### src/rtl/wbs_pwm_adv_if.sv
// Wishbone-style slave bus bundle shared by the PWM block and its bench.
interface wishbone;
    logic        clk;
    logic        rst;
    logic        stb;
    logic        we;
    logic [7:0]  adr;
    logic [31:0] dat_c;
    logic [31:0] dat_p;
    logic        ack;

    modport slave (input clk, rst, stb, we, adr, dat_c, output dat_p, ack);
endinterface

### src/rtl/wbs_pwm_adv.sv
// Multi-channel PWM generator with prescaler, edge/center counting, shadowed duty
// registers that load at the period boundary, and per-channel output polarity.
module wbs_pwm_adv #(
    parameter int CHANNEL_NUM   = 4,
    parameter int RES_BITS      = 8,
    parameter int PRESCALE_BITS = 16
) (
    wishbone.slave                wb,
    output logic [CHANNEL_NUM-1:0] pwm_channel
);

    localparam logic [RES_BITS-1:0]      CNT_MAX  = {RES_BITS{1'b1}};
    localparam logic [RES_BITS-1:0]      CNT_ZERO = {RES_BITS{1'b0}};
    localparam logic [RES_BITS-1:0]      CNT_ONE  = RES_BITS'(1);
    localparam logic [PRESCALE_BITS-1:0] PRE_ZERO = {PRESCALE_BITS{1'b0}};
    localparam logic [PRESCALE_BITS-1:0] PRE_ONE  = PRESCALE_BITS'(1);
    localparam logic [7:0] ADR_CTRL = 8'h00;
    localparam logic [7:0] ADR_PRE  = 8'h01;
    localparam logic [7:0] ADR_POL  = 8'h02;
    localparam logic [7:0] ADR_CNT  = 8'h03;
    localparam logic [7:0] ADR_DUTY = 8'h10;

    logic                     ack_r;
    logic [31:0]              dat_r;
    logic                     en_r;
    logic                     center_r;
    logic [PRESCALE_BITS-1:0] prescale_r;
    logic [PRESCALE_BITS-1:0] pre_cnt_r;
    logic [CHANNEL_NUM-1:0]   polarity_r;
    logic [CHANNEL_NUM-1:0]   pwm_r;
    logic [RES_BITS:0]        shadow_r     [CHANNEL_NUM];
    logic [RES_BITS:0]        active_r     [CHANNEL_NUM];
    logic [RES_BITS:0]        shadow_nxt_s [CHANNEL_NUM];
    logic [RES_BITS-1:0]      cnt_r;
    logic [RES_BITS-1:0]      cnt_nxt_s;
    logic                     dir_down_r;
    logic                     dir_nxt_s;
    logic                     acc_s;
    logic                     wr_s;
    logic                     ctrl_wr_s;
    logic                     pre_wr_s;
    logic                     restart_s;
    logic                     tick_s;
    logic                     load_s;
    logic [31:0]              rdata_s;
    logic                     unused_s;

    assign acc_s     = wb.stb & ~ack_r;
    assign wr_s      = acc_s & wb.we;
    assign ctrl_wr_s = wr_s & (wb.adr == ADR_CTRL);
    assign pre_wr_s  = wr_s & (wb.adr == ADR_PRE);
    assign restart_s = ctrl_wr_s & en_r & (wb.dat_c[1] != center_r);
    assign tick_s    = en_r & (pre_cnt_r >= prescale_r);
    // Period boundary: the tick on which the counter returns to zero.
    assign load_s    = tick_s & (cnt_nxt_s == CNT_ZERO);
    assign unused_s  = &{1'b0, wb.dat_c};

    assign wb.ack      = ack_r;
    assign wb.dat_p    = dat_r;
    assign pwm_channel = pwm_r;

    // Read data multiplexer; unmapped addresses and unused bits return zero.
    always_comb begin
        rdata_s = 32'h0000_0000;
        case (wb.adr)
            ADR_CTRL: rdata_s[1:0]               = {center_r, en_r};
            ADR_PRE:  rdata_s[PRESCALE_BITS-1:0] = prescale_r;
            ADR_POL:  rdata_s[CHANNEL_NUM-1:0]   = polarity_r;
            ADR_CNT:  rdata_s[RES_BITS-1:0]      = cnt_r;
            default: begin
                for (int i = 0; i < CHANNEL_NUM; i++) begin
                    if (wb.adr == ADR_DUTY + 8'(i)) begin
                        rdata_s[RES_BITS:0] = shadow_r[i];
                    end else begin
                        rdata_s = rdata_s;
                    end
                end
            end
        endcase
    end

    // Shadow values including a write landing this cycle, so a coincident load sees it.
    always_comb begin
        for (int i = 0; i < CHANNEL_NUM; i++) begin
            if (wr_s && (wb.adr == ADR_DUTY + 8'(i))) begin
                shadow_nxt_s[i] = wb.dat_c[RES_BITS:0];
            end else begin
                shadow_nxt_s[i] = shadow_r[i];
            end
        end
    end

    // Next counter value and direction for edge and center modes.
    always_comb begin
        cnt_nxt_s = cnt_r;
        dir_nxt_s = dir_down_r;
        if (!center_r) begin
            cnt_nxt_s = (cnt_r == CNT_MAX) ? CNT_ZERO : cnt_r + CNT_ONE;
            dir_nxt_s = 1'b0;
        end else if (!dir_down_r) begin
            if (cnt_r == CNT_MAX) begin
                cnt_nxt_s = CNT_MAX - CNT_ONE;
                dir_nxt_s = 1'b1;
            end else begin
                cnt_nxt_s = cnt_r + CNT_ONE;
                dir_nxt_s = 1'b0;
            end
        end else begin
            cnt_nxt_s = cnt_r - CNT_ONE;
            dir_nxt_s = (cnt_r != CNT_ONE);
        end
    end

    // Bus handshake: single-cycle ack with registered read data.
    always_ff @(posedge wb.clk or posedge wb.rst) begin
        if (wb.rst) begin
            ack_r <= 1'b0;
            dat_r <= 32'h0000_0000;
        end else begin
            ack_r <= wb.stb & ~ack_r;
            dat_r <= acc_s ? rdata_s : 32'h0000_0000;
        end
    end

    // Configuration and shadow duty registers.
    always_ff @(posedge wb.clk or posedge wb.rst) begin
        if (wb.rst) begin
            en_r       <= 1'b0;
            center_r   <= 1'b0;
            prescale_r <= PRE_ZERO;
            polarity_r <= {CHANNEL_NUM{1'b0}};
            for (int i = 0; i < CHANNEL_NUM; i++) shadow_r[i] <= {(RES_BITS+1){1'b0}};
        end else begin
            if (ctrl_wr_s) begin
                en_r     <= wb.dat_c[0];
                center_r <= wb.dat_c[1];
            end
            if (pre_wr_s) prescale_r <= wb.dat_c[PRESCALE_BITS-1:0];
            if (wr_s && (wb.adr == ADR_POL)) polarity_r <= wb.dat_c[CHANNEL_NUM-1:0];
            for (int i = 0; i < CHANNEL_NUM; i++) shadow_r[i] <= shadow_nxt_s[i];
        end
    end

    // Prescaler, period counter and active duty registers.
    always_ff @(posedge wb.clk or posedge wb.rst) begin
        if (wb.rst) begin
            pre_cnt_r  <= PRE_ZERO;
            cnt_r      <= CNT_ZERO;
            dir_down_r <= 1'b0;
            for (int i = 0; i < CHANNEL_NUM; i++) active_r[i] <= {(RES_BITS+1){1'b0}};
        end else if (!en_r || restart_s) begin
            pre_cnt_r  <= PRE_ZERO;
            cnt_r      <= CNT_ZERO;
            dir_down_r <= 1'b0;
            for (int i = 0; i < CHANNEL_NUM; i++) active_r[i] <= shadow_nxt_s[i];
        end else begin
            pre_cnt_r <= (pre_wr_s || tick_s) ? PRE_ZERO : pre_cnt_r + PRE_ONE;
            if (tick_s) begin
                cnt_r      <= cnt_nxt_s;
                dir_down_r <= dir_nxt_s;
            end
            if (load_s) begin
                for (int i = 0; i < CHANNEL_NUM; i++) active_r[i] <= shadow_nxt_s[i];
            end
        end
    end

    // Registered channel outputs with polarity applied.
    always_ff @(posedge wb.clk or posedge wb.rst) begin
        if (wb.rst) begin
            pwm_r <= {CHANNEL_NUM{1'b0}};
        end else if (!en_r) begin
            pwm_r <= polarity_r;
        end else begin
            for (int i = 0; i < CHANNEL_NUM; i++) begin
                pwm_r[i] <= ({1'b0, cnt_r} < active_r[i]) ^ polarity_r[i];
            end
        end
    end

endmodule
### src/flat_wrapper.sv
// flat-port wrapper written by rule: the top's interface ports become plain ports
module wbs_pwm_adv_flat 
#(
    parameter int CHANNEL_NUM   = 4,
    parameter int RES_BITS      = 8,
    parameter int PRESCALE_BITS = 16
)
  (pwm_channel, wb_clk, wb_rst, wb_stb, wb_we, wb_adr, wb_dat_c, wb_dat_p, wb_ack);
  wishbone wb_i ();
  output logic [CHANNEL_NUM-1:0] pwm_channel;
  input wire logic [$bits(wb_i.clk)-1:0] wb_clk;
  input wire logic [$bits(wb_i.rst)-1:0] wb_rst;
  input wire logic [$bits(wb_i.stb)-1:0] wb_stb;
  input wire logic [$bits(wb_i.we)-1:0] wb_we;
  input wire logic [$bits(wb_i.adr)-1:0] wb_adr;
  input wire logic [$bits(wb_i.dat_c)-1:0] wb_dat_c;
  output wire logic [$bits(wb_i.dat_p)-1:0] wb_dat_p;
  output wire logic [$bits(wb_i.ack)-1:0] wb_ack;
  assign wb_i.clk = wb_clk;
  assign wb_i.rst = wb_rst;
  assign wb_i.stb = wb_stb;
  assign wb_i.we = wb_we;
  assign wb_i.adr = wb_adr;
  assign wb_i.dat_c = wb_dat_c;
  assign wb_dat_p = wb_i.dat_p;
  assign wb_ack = wb_i.ack;
  wbs_pwm_adv #(.CHANNEL_NUM(CHANNEL_NUM), .RES_BITS(RES_BITS), .PRESCALE_BITS(PRESCALE_BITS)) u_core (.wb(wb_i), .pwm_channel(pwm_channel));
endmodule
### config.mk
export PLATFORM = sky130hd
export DESIGN_NAME = wbs_pwm_adv_flat
export DESIGN_NICKNAME = d
export VERILOG_FILES = /design/src/rtl/wbs_pwm_adv_if.sv /design/src/rtl/wbs_pwm_adv.sv /design/src/flat_wrapper.sv
export SDC_FILE = /design/constraint.sdc
export NUM_CORES = 1
export LEC_CHECK = 0
export BUFFER_PORTS_ARGS = -buffer_cell sky130_fd_sc_hd__buf_2
export CAP_MARGIN = 20
export CELL_PAD_IN_SITES_DETAIL_PLACEMENT = 0
export CELL_PAD_IN_SITES_GLOBAL_PLACEMENT = 1
export CORE_ASPECT_RATIO = 1.2
export CORE_MARGIN = 2
export CORE_UTILIZATION = 41
export CTS_BUF_LIST = sky130_fd_sc_hd__clkbuf_16
export DETAILED_ROUTE_END_ITERATION = 6
export PLACE_DENSITY_LB_ADDON = 0.1
export SLEW_MARGIN = 20
export SYNTH_ARGS = -nofsm -noshare
export SYNTH_HDL_FRONTEND = slang
export SYNTH_SLANG_ARGS = --single-unit
### constraint.sdc
create_clock -name wb_clk -period 4.35 [get_ports wb_clk]
set_input_delay 0.2175 -clock wb_clk [delete_from_list [all_inputs] [get_ports wb_clk]]
set_output_delay 0.2175 -clock wb_clk [all_outputs]
set_load 0.02 [all_outputs]
Yosys cells after proc, flatten, opt, wreduce, memory -nomap -nowiden
Cells that the tools add are included.

Magnitude comparators: 5. Equality and inequality tests: 10. Mux-type cells: 29. Add/sub/neg operators: 3. Reductions and logical operators: 14. Bitwise logic cells: 13.

Operators with widths (number): 36-bit two-way mux (2); 9-bit two-way mux (8); 16-bit two-way mux (3); 8-bit two-way mux (6); 8-bit by 9-bit < comparator with 1-bit output (4); 8-bit by 5-bit equality test with 1-bit output, second input constant (4); 16-bit by 1-bit adder with 16-bit output, second input constant (1); 8-bit by 2-bit equality test with 1-bit output, second input constant (2); 16-bit >= comparator (1); 8-bit logical NOT (2); 2-bit one-hot mux with 4 select lines (2); 8-bit one-hot mux with 2 select lines (1); 4-bit one-hot mux with 3 select lines (1); 8-bit by 1-bit adder with 8-bit output, second input constant (1); 1-bit AND (8); 8-bit by 1-bit equality test with 1-bit output, second input constant (1); 8-bit equality test, second input constant (1); 8-bit by 1-bit != test with 1-bit output, second input constant (1); 8-bit by 1-bit subtractor with 8-bit output, second input constant (1); 1-bit logical AND (5); 1-bit two-way mux (5); 4-bit two-way mux (1); 2-bit nonzero test (2); 1-bit bitwise XOR (4); 6 further kinds (7).

Output and inout port bits: 37. Register bits: 156. Bits of input ports: 44. Logic and storage cells: 92.

Longest topological paths before layout
Word-level depth: 8. Mapped depth: 11. Mapped depth without buffers: 8.

Worst setup path before layout
OpenSTA, ideal clock, no wires.

Path type: reg2reg. Start: register u_core.cnt_r[1]. End: register u_core.active_r[0] in the netlist's numbering. Path buffers: 3. Stages on the path, launching flop included: 11. Arrival time: 2.565 ns. Slack: 1.664 ns. Cell sequence: dfrtp_1 ha_1 nand4_2 o32ai_1 a21oi_1 a221o_1 buf_2 or3_1 buf_6 buf_6 o211a_1.

Word-level cells in the longest chain between the ends: 7. Elaborated cells on any way between the ends: 10.

RTL lines: start, declared (RTL line wbs_pwm_adv.sv:34) `logic [RES_BITS-1:0] cnt_r;`; start signal, assigned (RTL line wbs_pwm_adv.sv:159) `cnt_r <= cnt_nxt_s;`; 8-bit by 1-bit adder with 8-bit output / 8-bit equality test (equally long branches) (RTL line wbs_pwm_adv.sv:98, wbs_pwm_adv.sv:105, wbs_pwm_adv.sv:101); 8-bit two-way mux (RTL line wbs_pwm_adv.sv:101) `if (cnt_r == CNT_MAX) begin`; 8-bit two-way mux (RTL line wbs_pwm_adv.sv:100) `end else if (!dir_down_r) begin`; 8-bit two-way mux (*) (RTL line wbs_pwm_adv.sv:97) `if (!center_r) begin`; 8-bit logical NOT (*) (RTL line wbs_pwm_adv.sv:55) `assign load_s = tick_s & (cnt_nxt_s == CNT_ZERO);`; 1-bit AND (*) (RTL line wbs_pwm_adv.sv:55); 2-bit nonzero test (no line) (*); end, declared (RTL line wbs_pwm_adv.sv:32) `logic [RES_BITS:0] active_r [CHANNEL_NUM];`.

Every way passes the cells marked *; elsewhere a longest branch is shown, timed or not. A chain may end at the register's enable or synchronous reset.

Final worst setup path
Start: register u_core.cnt_r[1]. End: register u_core.active_r[18] in the netlist's numbering.

The elaborated chain is that of the path after synthesis.

==> key figures <==
Status
  • Outcome: complete, no violations

Place
  • Dpl cells: 1204
  • Hpwl dp: around 17000 µm
  • Setup WS pre-CTS: ~1200 ps
  • Placer congestion estimate: 0.797
  • PortBufs: 48
  • Area after DPL: 9040 µm²

Clock network
  • Clk sink count: 140
  • TritonCTS Buffers: 17
  • Clk pin slew, worst setup/hold paths: about 60 ps
  • Htree depth: 4
  • CTS tree: yes
  • CTS root buffer: clkbuf_16
  • Post_cts resized: 0
  • Post-CTS setup buffer count: 0
  • Maximum root-to-sink buffer count: 2
  • Clk Latency, worst-skew pair: 430 ps
  • Hold_buf cts: 2

Floorplanning
  • Die Y: 163 µm
  • Die X: about 140 µm
  • Row cnt: a little under 60
  • Area of the die: about 22000 µm²
  • Initial core utilization: around two fifths
  • Core region area: a little over 20000 µm²
  • # IOs: 81

Global routing
  • Tot GR Track Use: approximately 24%
  • Number of global-route vias before repair: roughly 7000
  • Initial antenna violation count: 0
  • Global-route wire length before repair: 40400 µm
  • Pin count of the biggest net entering global routing: roughly 80
  • Gr ovfl total: 0

Setup path
  • Worst path max stage delay: 760 ps
  • CP Max Fanout: 36
  • Flop2flop setup slack: roughly 1100 ps
  • Kind of critical path: flip-flop to flip-flop
  • Worst EP arrival: 3550 ps
  • Worst Path Required: about 4700 ps
  • CP Launch Type: flip-flop
  • Slowest CP cell: dfrtp_1
  • CP Cell Sequence: ha_1 -> nand4_2 -> o32ai_1 -> a21oi_1 -> a221o_1 -> or3_1 -> buf_4 -> o211a_1
  • CP Capture Type: flip-flop

Timing
  • RSZ-0062 raised after global routing: false
  • Final TNS setup: 0 ps
  • Max frequency: 0.309 GHz
  • Period utilization: between 70% and 80%
  • Final hold viol count: 0
  • Post-Route Skew: between 10 and 15 ps
  • Rel. slew slack: 40.2%
  • Final WS setup: 1110 ps
  • Worst-margin pin slew: roughly 900 ps
  • Slew Limit Fails: 0
  • Final setup violation count: 0
  • Final min period: ~3200 ps

Synthesis
  • Largest family of logic cells by synthesized area: compound AO/OA/AOI/OAI gates
  • Mapped cell area: ~8600 µm²
  • Synth area leaders: dfrtp_1, ha_1, mux2i_1
  • Synth Area in Simple Gates: a little over an eighth
  • Flip-flop and latch count after synthesis: 140
  • Mean post-synth cell area: 9.28 µm²
  • Adder-Cell Fraction of Synth Area: approximately 7%
  • Syn. warnings: 0
  • Synth Area in Compound Gates: a little over a fifth
  • Top cell type by total area after synthesis: dfrtp_1
  • EDFF count, synth: 0
  • Synth top area share: 40.7%
  • Post-synthesis mux area share: ~6.4%
  • Async S/R FF share, synth: 100%
  • Predominant post-synthesis flop cell: dfrtp_1
  • Synth Instances: about 930
  • Register area share after synthesis: 40.7%
  • Fraction of synthesized cell area in xor and xnor cells: 1.93%
  • Distinct cell type count after synthesis: between 50 and 60

Power and ir drop
  • Clock network power share: between 50% and 60%
  • Power per Cell Area: around 330 nW/µm²
  • Power share of the combinational group: between 6 and 7%
  • Seq pwr share: between 40% and 50%
  • P_sw: ~0.00073 W
  • Internal Power: ~0.0025 W
  • Leak: around 5 nW
  • Switching share of power: 22.9%
  • Peak supply drop: about 0.28 mV

Finish
  • Most common cell after layout, fill and taps aside: dfrtp_1
  • Area grow syn2layout: 12.9%
  • Fillers: 2029
  • Non-Filler Instances: approximately 1200
  • Number of diodes: 0
  • Final #Nets: approximately 1000
  • Most frequent cells in the layout: dfrtp_1, inv_1, nor2_1
  • Share of cells above drive strength 1: 12.8%
  • Design Area, Final: a little under 10000 µm²

Detailed routing
  • WL per Instance: 21.1 µm
  • Post-DRT Antenna Nets: 0
  • Post-Route WL: 26100 µm
  • Initial DRC count: 685
  • Vias per cell: 5.79
  • Drt pass-1 iters: 5
  • Vias: between 7000 and 8000
  • DRC Markers: 0

Flow run
  • Max-Cap Viols: 0

Worst hold path
  • Min-Delay Path Class: input pin to flip-flop
==> power by group through the flow <==
stage | Sequential (W) | Clock [W] | Combinational (W)
3_5_place_dp | 0.00137 | 0 | 0.000203
5_1_grt | 0.00135 | 0.00174 | 0.000228
6_report | 0.00135 | 0.00165 | 0.000204
2_1_floorplan | 0.00137 | 0 | 0.000142
4_1_cts | 0.00135 | 0.00167 | 0.000206
3_3_place_gp | 0.00137 | 0 | 0.000198
==> cell usage after synthesis (2+ instances only) <==
cell	instances
o21a_1	5
o31ai_1	37
nand2b_1	9
a21boi_0	2
buf_4	20
xnor2_1	10
o211a_1	36
nor4_1	2
a221oi_1	8
and3_1	21
dfrtp_1	140
inv_1	91
a21oi_1	14
nand3_1	20
mux2_2	11
ha_1	48
a21o_1	8
mux2i_1	43
nand2_1	77
and4_1	2
a22oi_1	45
buf_6	5
or2_2	2
clkbuf_1	38
buf_2	7
a31o_2	2
buf_1	5
o21ai_0	46
or3_1	2
a2111o_1	4
nor3_1	17
a31oi_1	3
xor2_1	9
o31a_1	2
and2_1	2
a211o_1	6
a211oi_1	5
a221o_1	9
o211ai_1	6
nand4_1	6
nor2_1	85
==> final timing paths <==
kind	startpoint	end	cells past startpoint
setup / recovery	u_core.cnt_r[1]$_DFFE_PP0P_	u_core.active_r[18]$_DFFE_PP0P_	8
hold / removal	wb_dat_c[10]	u_core.prescale_r[10]$_DFFE_PP0P_	3
setup reg to reg	u_core.cnt_r[1]$_DFFE_PP0P_	u_core.active_r[18]$_DFFE_PP0P_	8
hold reg to reg	u_core.prescale_r[12]$_DFFE_PP0P_	u_core.wb.dat_p[12]$_DFF_PP0_	1
max in group asynchronous	wb_rst	u_core.active_r[18]$_DFFE_PP0P_	4
min in group asynchronous	wb_rst	u_core.pre_cnt_r[11]$_DFF_PP0_	3
==> critical path: cells and delay by family, from the launching register on <==
kind,cells,cell delay [ps]
simple gates,2,530
compound gates,4,1130
fa+ha+maj,1,390
flops,1,760
buf+inv,1,290
==> sequential cells by signal, summed over array words and instances, names as in the netlist <==
name and flops:
u_core.active_r 36, u_core.shadow_r 36, u_core.pre_cnt_r 16, u_core.prescale_r 16, u_core.wb.dat_p 16, u_core.cnt_r 8
u_core.polarity_r 4, u_core.pwm_channel 4, u_core.center_r 1, u_core.dir_down_r 1, u_core.en_r 1, u_core.wb.ack 1
==> per-stage QoR <==
stage                     power [W]  hold WS (ps)  utilization (%)
after global routing        0.00331          12.5             46.8
final                       0.00320          5.02             46.8
after CTS                   0.00322         0.531             46.8
after floorplan             0.00151           334                -
after detailed placement    0.00158           346             43.6
after global placement      0.00157           338             43.5
==> logic make-up after synthesis <==
family / Yosys count
AND/OR/NAND/NOR: 252
AO/OA/AOI/OAI: 247
buffers and inverters: 166
flip-flops: 140
multiplexers: 54
adder cells (fa/ha/maj): 48
XOR/XNOR: 19
other: 1
==> cell type report <==
class | instances | area [µm²] | share of cell area (%)
clock buffer | 17 | 425 | 4.38
inverter | 91 | 347 | 3.57
tap | 270 | 338 | 3.48
clock inverter | 13 | 224 | 2.31
multi-input combinational | 636 | 4470 | 46.1
timing repair buffer | 69 | 403 | 4.15
sequential | 140 | 3500 | 36.1
==> routing by layer <==
metal  GRT usage (%)  part of all wire (%)  wire length (µm)
met1            32.3                    44             11400
met2            41.5                    50             13000
met3            3.21                   4.8              1260
met4            6.82                   1.6               427
met5               0                     0                 0
Note: power is estimated with default switching activity, not from simulation.
